File: config.mk
export PLATFORM = sky130hd
export DESIGN_NAME = multicycle_ctrl
export DESIGN_NICKNAME = d
export VERILOG_FILES = /design/src/rtl/mc_pkg.sv /design/src/rtl/alu_ctr_decode.sv /design/src/rtl/multicycle_ctrl.sv
export SDC_FILE = /design/constraint.sdc
export NUM_CORES = 1
export LEC_CHECK = 0
export ABC_CLOCK_PERIOD_IN_PS = 2190
export CAP_MARGIN = 20
export CORE_MARGIN = 2
export CORE_UTILIZATION = 54
export CTS_BUF_LIST = sky130_fd_sc_hd__clkbuf_8
export CTS_CLUSTER_SIZE = 14
export DETAILED_ROUTE_END_ITERATION = 16
export DONT_BUFFER_PORTS = 1
export PLACE_DENSITY = 0.69
export SKIP_LAST_GASP = 1
export SYNTH_ARGS = -nofsm -noshare
export SYNTH_HDL_FRONTEND = slang
export SYNTH_SLANG_ARGS = --single-unit
export TNS_END_PERCENT = 10
File: constraint.sdc
create_clock -name clk -period 2.19 [get_ports clk]
set_input_delay 0.219 -clock clk [delete_from_list [all_inputs] [get_ports clk]]
set_output_delay 0.219 -clock clk [all_outputs]
set_load 0.05 [all_outputs]
File: src/rtl/mc_pkg.sv
`default_nettype none
// ============================================================================
// Module   : mc_pkg
// Brief    : Shared encodings for the multicycle MIPS-subset control path.
// Revision : 1.0 - initial release
// ============================================================================
package mc_pkg;

  localparam int c_STATE_W = 4;

  typedef enum logic [3:0] {
    ST_IF   = 4'd0,
    ST_ID   = 4'd1,
    ST_MA   = 4'd2,
    ST_MR   = 4'd3,
    ST_WBL  = 4'd4,
    ST_MW   = 4'd5,
    ST_EXR  = 4'd6,
    ST_WBR  = 4'd7,
    ST_EXI  = 4'd8,
    ST_WBI  = 4'd9,
    ST_BR   = 4'd10,
    ST_JMP  = 4'd11,
    ST_TRAP = 4'd12
  } state_t;

  typedef enum logic [2:0] {
    CLS_RTYPE = 3'd0,
    CLS_LW    = 3'd1,
    CLS_SW    = 3'd2,
    CLS_BEQ   = 3'd3,
    CLS_BNE   = 3'd4,
    CLS_J     = 3'd5,
    CLS_IALU  = 3'd6,
    CLS_ILL   = 3'd7
  } instr_cls_t;

  localparam logic [5:0] c_OP_RTYPE = 6'b000000;
  localparam logic [5:0] c_OP_LW    = 6'b100011;
  localparam logic [5:0] c_OP_SW    = 6'b101011;
  localparam logic [5:0] c_OP_BEQ   = 6'b000100;
  localparam logic [5:0] c_OP_BNE   = 6'b000101;
  localparam logic [5:0] c_OP_J     = 6'b000010;
  localparam logic [5:0] c_OP_ADDI  = 6'b001000;
  localparam logic [5:0] c_OP_ANDI  = 6'b001100;
  localparam logic [5:0] c_OP_ORI   = 6'b001101;
  localparam logic [5:0] c_OP_SLTI  = 6'b001010;

  localparam logic [5:0] c_FN_ADD = 6'b100000;
  localparam logic [5:0] c_FN_SUB = 6'b100010;
  localparam logic [5:0] c_FN_AND = 6'b100100;
  localparam logic [5:0] c_FN_OR  = 6'b100101;
  localparam logic [5:0] c_FN_NOR = 6'b100111;
  localparam logic [5:0] c_FN_SLT = 6'b101010;

  localparam logic [2:0] c_ALU_AND = 3'b000;
  localparam logic [2:0] c_ALU_OR  = 3'b001;
  localparam logic [2:0] c_ALU_ADD = 3'b010;
  localparam logic [2:0] c_ALU_NOR = 3'b101;
  localparam logic [2:0] c_ALU_SUB = 3'b110;
  localparam logic [2:0] c_ALU_SLT = 3'b111;

  localparam logic [1:0] c_SRCB_B       = 2'b00;
  localparam logic [1:0] c_SRCB_FOUR    = 2'b01;
  localparam logic [1:0] c_SRCB_IMM     = 2'b10;
  localparam logic [1:0] c_SRCB_IMM_SH2 = 2'b11;

  localparam logic [1:0] c_PCSRC_ALU    = 2'b00;
  localparam logic [1:0] c_PCSRC_ALUOUT = 2'b01;
  localparam logic [1:0] c_PCSRC_JUMP   = 2'b10;

endpackage
`default_nettype wire

File: src/rtl/alu_ctr_decode.sv
`default_nettype none
// ============================================================================
// Module   : alu_ctr_decode
// Brief    : Maps opcode/funct to instruction class, ALU operation and
//            overflow-checking flag; flags unsupported encodings.
// Revision : 1.0 - initial release
// ============================================================================
module alu_ctr_decode
  import mc_pkg::*;
(
  input  logic [5:0]  i_opcode,
  input  logic [5:0]  i_funct,
  output logic [2:0]  o_alu_ctr,
  output instr_cls_t  o_cls,
  output logic        o_ovf_chk,
  output logic        o_illegal
);

  always_comb begin
    o_alu_ctr = c_ALU_ADD;
    o_cls     = CLS_ILL;
    o_ovf_chk = 1'b0;
    case (i_opcode)
      c_OP_RTYPE: begin
        o_cls = CLS_RTYPE;
        case (i_funct)
          c_FN_ADD: begin o_alu_ctr = c_ALU_ADD; o_ovf_chk = 1'b1; end
          c_FN_SUB: begin o_alu_ctr = c_ALU_SUB; o_ovf_chk = 1'b1; end
          c_FN_AND: o_alu_ctr = c_ALU_AND;
          c_FN_OR:  o_alu_ctr = c_ALU_OR;
          c_FN_NOR: o_alu_ctr = c_ALU_NOR;
          c_FN_SLT: o_alu_ctr = c_ALU_SLT;
          default:  o_cls     = CLS_ILL;
        endcase
      end
      c_OP_LW:   o_cls = CLS_LW;
      c_OP_SW:   o_cls = CLS_SW;
      // Branches compare by subtraction so the ALU zero flag decides.
      c_OP_BEQ:  begin o_cls = CLS_BEQ;  o_alu_ctr = c_ALU_SUB; end
      c_OP_BNE:  begin o_cls = CLS_BNE;  o_alu_ctr = c_ALU_SUB; end
      c_OP_J:    o_cls = CLS_J;
      c_OP_ADDI: begin o_cls = CLS_IALU; o_alu_ctr = c_ALU_ADD; o_ovf_chk = 1'b1; end
      c_OP_ANDI: begin o_cls = CLS_IALU; o_alu_ctr = c_ALU_AND; end
      c_OP_ORI:  begin o_cls = CLS_IALU; o_alu_ctr = c_ALU_OR;  end
      c_OP_SLTI: begin o_cls = CLS_IALU; o_alu_ctr = c_ALU_SLT; end
      default:   o_cls = CLS_ILL;
    endcase
  end

  assign o_illegal = (o_cls == CLS_ILL);

endmodule
`default_nettype wire

File: src/rtl/multicycle_ctrl.sv
`default_nettype none
// ============================================================================
// Module   : multicycle_ctrl
// Brief    : Multicycle MIPS-subset control FSM (IF/ID/EX/MEM/WB) driving
//            datapath enables, mux selects and ALU_Ctr; memory handshake.
// Revision : 1.0 - initial release
// ============================================================================
module multicycle_ctrl
  import mc_pkg::*;
#(
  parameter int STATE_W      = c_STATE_W,
  parameter bit ILLEGAL_TRAP = 1'b1
) (
  input  logic               clk,
  input  logic               rst,
  input  logic [5:0]         opcode,
  input  logic [5:0]         funct,
  input  logic               zero,
  input  logic               overflow,
  input  logic               mem_ready,
  output logic               PCWrite,
  output logic               PCWriteCond,
  output logic [1:0]         PCSource,
  output logic               IorD,
  output logic               MemRead,
  output logic               MemWrite,
  output logic               IRWrite,
  output logic               MemtoReg,
  output logic               RegDst,
  output logic               RegWrite,
  output logic               ALUSrcA,
  output logic [1:0]         ALUSrcB,
  output logic [2:0]         ALU_Ctr,
  output logic               exc_ovf,
  output logic               illegal,
  output logic [STATE_W-1:0] state
);

  state_t     r_state;
  state_t     w_next;
  logic [5:0] r_op;
  logic [5:0] r_funct;
  logic       r_ovf;

  logic       w_in_id;
  logic [5:0] w_dec_op;
  logic [5:0] w_dec_fn;
  logic [2:0] w_alu;
  instr_cls_t w_cls;
  logic       w_ovf_chk;
  logic       w_ill;

  // In ID the decoder sees the live IR fields so dispatch happens without an
  // extra cycle; afterwards it sees only the latched copy.
  assign w_in_id  = (r_state == ST_ID);
  assign w_dec_op = w_in_id ? opcode : r_op;
  assign w_dec_fn = w_in_id ? funct  : r_funct;

  alu_ctr_decode u_dec (
    .i_opcode  (w_dec_op),
    .i_funct   (w_dec_fn),
    .o_alu_ctr (w_alu),
    .o_cls     (w_cls),
    .o_ovf_chk (w_ovf_chk),
    .o_illegal (w_ill)
  );

  always_ff @(posedge clk) begin
    if (rst) begin
      r_state <= ST_IF;
      r_op    <= '0;
      r_funct <= '0;
      r_ovf   <= 1'b0;
    end else begin
      r_state <= w_next;
      if (w_in_id) begin
        r_op    <= opcode;
        r_funct <= funct;
      end
      if (r_state == ST_EXR || r_state == ST_EXI) begin
        r_ovf <= overflow & w_ovf_chk;
      end
    end
  end

  always_comb begin
    w_next      = r_state;
    PCWrite     = 1'b0;
    PCWriteCond = 1'b0;
    PCSource    = c_PCSRC_ALU;
    IorD        = 1'b0;
    MemRead     = 1'b0;
    MemWrite    = 1'b0;
    IRWrite     = 1'b0;
    MemtoReg    = 1'b0;
    RegDst      = 1'b0;
    RegWrite    = 1'b0;
    ALUSrcA     = 1'b0;
    ALUSrcB     = c_SRCB_B;
    ALU_Ctr     = c_ALU_AND;
    exc_ovf     = 1'b0;
    illegal     = 1'b0;
    // Reset forces every output low, so an aborted instruction writes nothing.
    if (!rst) begin
      case (r_state)
        ST_IF: begin
          MemRead  = 1'b1;
          ALUSrcB  = c_SRCB_FOUR;
          ALU_Ctr  = c_ALU_ADD;
          IRWrite  = mem_ready;
          PCWrite  = mem_ready;
          if (mem_ready) w_next = ST_ID;
        end
        ST_ID: begin
          ALUSrcB = c_SRCB_IMM_SH2;
          ALU_Ctr = c_ALU_ADD;
          if (w_ill) begin
            w_next = ILLEGAL_TRAP ? ST_TRAP : ST_IF;
          end else begin
            case (w_cls)
              CLS_LW, CLS_SW:   w_next = ST_MA;
              CLS_RTYPE:        w_next = ST_EXR;
              CLS_BEQ, CLS_BNE: w_next = ST_BR;
              CLS_J:            w_next = ST_JMP;
              CLS_IALU:         w_next = ST_EXI;
              default:          w_next = ST_IF;
            endcase
          end
        end
        ST_MA: begin
          ALUSrcA = 1'b1;
          ALUSrcB = c_SRCB_IMM;
          ALU_Ctr = c_ALU_ADD;
          w_next  = (w_cls == CLS_SW) ? ST_MW : ST_MR;
        end
        ST_MR: begin
          MemRead = 1'b1;
          IorD    = 1'b1;
          if (mem_ready) w_next = ST_WBL;
        end
        ST_WBL: begin
          RegWrite = 1'b1;
          MemtoReg = 1'b1;
          w_next   = ST_IF;
        end
        ST_MW: begin
          MemWrite = 1'b1;
          IorD     = 1'b1;
          if (mem_ready) w_next = ST_IF;
        end
        ST_EXR: begin
          ALUSrcA = 1'b1;
          ALUSrcB = c_SRCB_B;
          ALU_Ctr = w_alu;
          w_next  = ST_WBR;
        end
        ST_WBR: begin
          RegDst   = 1'b1;
          RegWrite = ~r_ovf;
          exc_ovf  = r_ovf;
          w_next   = ST_IF;
        end
        ST_EXI: begin
          ALUSrcA = 1'b1;
          ALUSrcB = c_SRCB_IMM;
          ALU_Ctr = w_alu;
          w_next  = ST_WBI;
        end
        ST_WBI: begin
          RegWrite = ~r_ovf;
          exc_ovf  = r_ovf;
          w_next   = ST_IF;
        end
        ST_BR: begin
          ALUSrcA     = 1'b1;
          ALUSrcB     = c_SRCB_B;
          ALU_Ctr     = c_ALU_SUB;
          PCSource    = c_PCSRC_ALUOUT;
          PCWriteCond = (w_cls == CLS_BNE) ? ~zero : zero;
          w_next      = ST_IF;
        end
        ST_JMP: begin
          PCWrite  = 1'b1;
          PCSource = c_PCSRC_JUMP;
          w_next   = ST_IF;
        end
        ST_TRAP: begin
          illegal = 1'b1;
          w_next  = ST_TRAP;
        end
        default: w_next = ST_IF;
      endcase
    end
  end

  assign state = rst ? '0 : STATE_W'(r_state);

endmodule
`default_nettype wire

==> flow_metrics.tcl <==
set metrics [dict create \
    status "finished, violations left" \
    violations "setup timing" \
    grt_max_degree 33 \
    cts_root_buffer "clkbuf_8" \
    die_area_sq_um 3860 \
    cts.sinks 17 \
    fin_ws_ns -0.266 \
    synth.area.mux_share_pct 10.0 \
    cap_violations 0 \
    pin_count 40 \
    synth_nets 265 \
    synth_cell_types 68 \
    min_path_type "in2reg" \
    layout-drive-gt1-share_pct 27.5 \
    cts_buffers 3 \
    n_antenna_cell 0 \
    drt_iter0_markers 185 \
    grt_pass1_vias 1848 \
    tightest_slew_ns 0.509 \
    grt_use_met1_pct 36.8 \
    synth_area_sq_um 1830 \
    dp_worst_setup_slack_ns 0.0134 \
    slowest_stage "or4b_4" \
    reg2reg_slack_ns 0.09 \
    core_sq_um 3280 \
    place_area_sq_um 2110 \
    cellLeakagePower_nw 0.877 \
    syn_area_per_cell_sq_um 7.37 \
    period_share_pct 112 \
    cts_buffer_depth 2 \
    cp.required_ns 1.97 \
    setup_violations 4 \
    synth_edf_count 0 \
    ant_nets 0 \
    stdcell_area_sq_um 2260 \
    cts_hold_buf 0 \
    place.gp.congestion 0.891 \
    die_x_microns 62.2 \
    crit_chain "or4b_4 -> or3_4 -> o311ai_2 -> o22ai_1 -> a21oi_1 -> buf_4" \
    hold_viol_final 0 \
    die_y_microns 62.2 \
    syn2layout_area_growth_pct 23.8 \
    routedWlPerCell_microns 16.6 \
    synth_top_family_by_area "simple AND/OR/NAND/NOR gates" \
    async_flop_share_pct 0 \
    whs_ns 0.0237 \
    vias_per_cell 6.31 \
    grt_pass1_wl_microns 8710 \
    clk_latency_ns 0.25 \
    synth_cells 248 \
    vias 2031 \
    cts.clk_slew.worst_paths_ns 0.07 \
    totalPowerFinal_mw 2.99 \
    fin_setup_tns_ns -0.933 \
    reg2reg_to "r_state[0]" \
    initial_core_util_pct 55.6 \
    cts_tree "done" \
    synth-seq-cells 17 \
    grt_use_met3_pct 4.17 \
    synth_ff_type "dfxtp_1" \
    min_path_cells 1 \
    placement_rows 21 \
    hpwl_microns 3900 \
    ys_seq_area_share_pct 18.6 \
    r2r_cells 7 \
    worst_ep_arrival_time_ns 2.24 \
    cellPowerDensity_nw_per_um2 1320 \
    synth-compound-area-share_pct 22.7 \
    synth_fa_ha_area_share_pct 0 \
    antenna_found_initial 0 \
    hold-path-endpoint "r_ovf" \
    gr-usage-met2_pct 43.9 \
    slew_headroom_pct 66.2 \
    totalWireLength_microns 5360 \
    r2r-start "r_state[1]" \
    rsz0062_at_grt "true" \
    yosys_warnings 0 \
    cp-start-kind "flop" \
    grt_usage_pct 27.7 \
    remaining_drc_errors 0 \
    crit_path_max_incr_delay_ns 0.59 \
    final-max-slew-violation-count 0 \
    synth-simple-area-share_pct 38.5 \
    firstDrtPassIters 5 \
    portBuffers 0 \
    peakVddDrop_uv 824 \
    endpoint_kind "output pin" \
    hold_path.startpoint "rst" \
    htreeDepth 1 \
    finalClockSkew_ns 0.00367 \
    fmax_mhz 407 \
    crit_type "reg2out" \
    finalCriticalPeriod_ns 2.46 \
    nNetsFinal 294 \
    synth_xor_area_share_pct 2.40 \
    grt-ovfl-total 0 \
    path_max_fanout 5 \
    grt_busiest_layer "met2" \
]
==> state kept, by name, indices dropped and copies added (netlist names) <==
register,count
r_funct,6
r_op,6
r_state,4
r_ovf,1
==> power breakdown <==
part	internal (mW)	switching (mW)
sequential	0.399	0.132
clock	0.124	0.110
combinational	0.980	1.25
total	1.50	1.49
==> layout by cell type, fill, tap and decap left out, types with 4 or more instances in the layout <==
master and count:
buf_4 40, nor2_1 28, nand2_1 17, dfxtp_1 15
nor3_1 14, a21oi_1 14, nand2b_1 11, nor2b_1 10
inv_1 9, mux2_2 5, nand3_1 5, or3_1 4
mux2i_2 4, o21ai_1 4, and3_1 4
==> per-stage QoR <==
step	util (%)	std cells
after floorplan	-	248
after global placement	64.2	311
after detailed placement	64.2	311
after CTS	66.4	318
after global routing	68.9	322
final	68.9	322
==> timing repair <==
action	CTS	global route
buffers inserted	3	3
endpoints found under the setup margin	4	7
gates cloned	0	1
pin swaps	2	7
resized for setup	1	11
==> final cells by class <==
type | count | area (sq um)
Multi-Input combinational cell | 202 | 1400
Tap cell | 46 | 57.6
Clock buffer | 3 | 41.3
Clock inverter | 1 | 3.75
Inverter | 8 | 30.0
Timing Repair Buffer | 45 | 388
Fill cell | 279 | 1020
Sequential cell | 17 | 345
==> critical path, delay by kind of cell (launching register included) <==
| family | cells | cell delay (ns) |
|---|---|---|
| buffers and inverters | 1 | 0.22 |
| AOI/OAI and AO/OA | 3 | 0.39 |
| DFF | 1 | 0.36 |
| and+or+nand+nor | 2 | 1.00 |
==> how the worst max path moves through the flow <==
stage | start | endpoint | slack (ns) | cells after the start
floorplan | r_state[0] | PCWrite | -0.49 | 5
CTS | r_state[3] | ALU_Ctr[1] | -0.24 | 6
detailed placement | r_state[2] | ALU_Ctr[0] | 0.01 | 7
global placement | r_state[2] | ALU_Ctr[0] | 0.05 | 7
finish | r_state[1] | ALU_Ctr[1] | -0.27 | 6
global route | r_state[3] | ALU_Ctr[2] | -0.37 | 9
==> kinds of logic (layout without fill, tap and decap cells) <==
kind of cell / Yosys count / in the layout
AOI/OAI and AO/OA: 57 / 57
xor gates and xnor gates: 5 / 5
buffers and inverters: 29 / 57
DFF: 17 / 17
muxes: 15 / 15
and+or+nand+nor: 125 / 125
==> cell usage after synthesis, types with 3 or more instances <==
master	number	area share, %
buf_6	3	1.8
a21oi_1	14	3.8
o21ai_0	4	1.1
nand4_1	3	1.0
nand2b_1	11	3.8
nor3_1	16	4.4
nor4bb_1	3	1.6
and3_1	4	1.4
nor2_1	28	5.8
nand2_1	17	3.5
or3_1	5	1.7
xnor2_1	3	1.4
nand3_1	5	1.4
mux2i_1	5	2.7
o21ai_1	3	0.82
dfxtp_1	17	19
clkbuf_1	12	2.5
nor4_1	5	1.7
o311ai_0	3	1.4
nor2b_1	10	3.4
inv_1	8	1.6
mux2_2	5	3.1
o31a_1	3	1.4
==> metal layers <==
layer	wire length, microns	vias up
met4	221	0
li1	-	980
met1	2280	945
met3	357	20
met5	0	-
met2	2500	86
No activity file was read; power rests on OpenSTA's default activity.
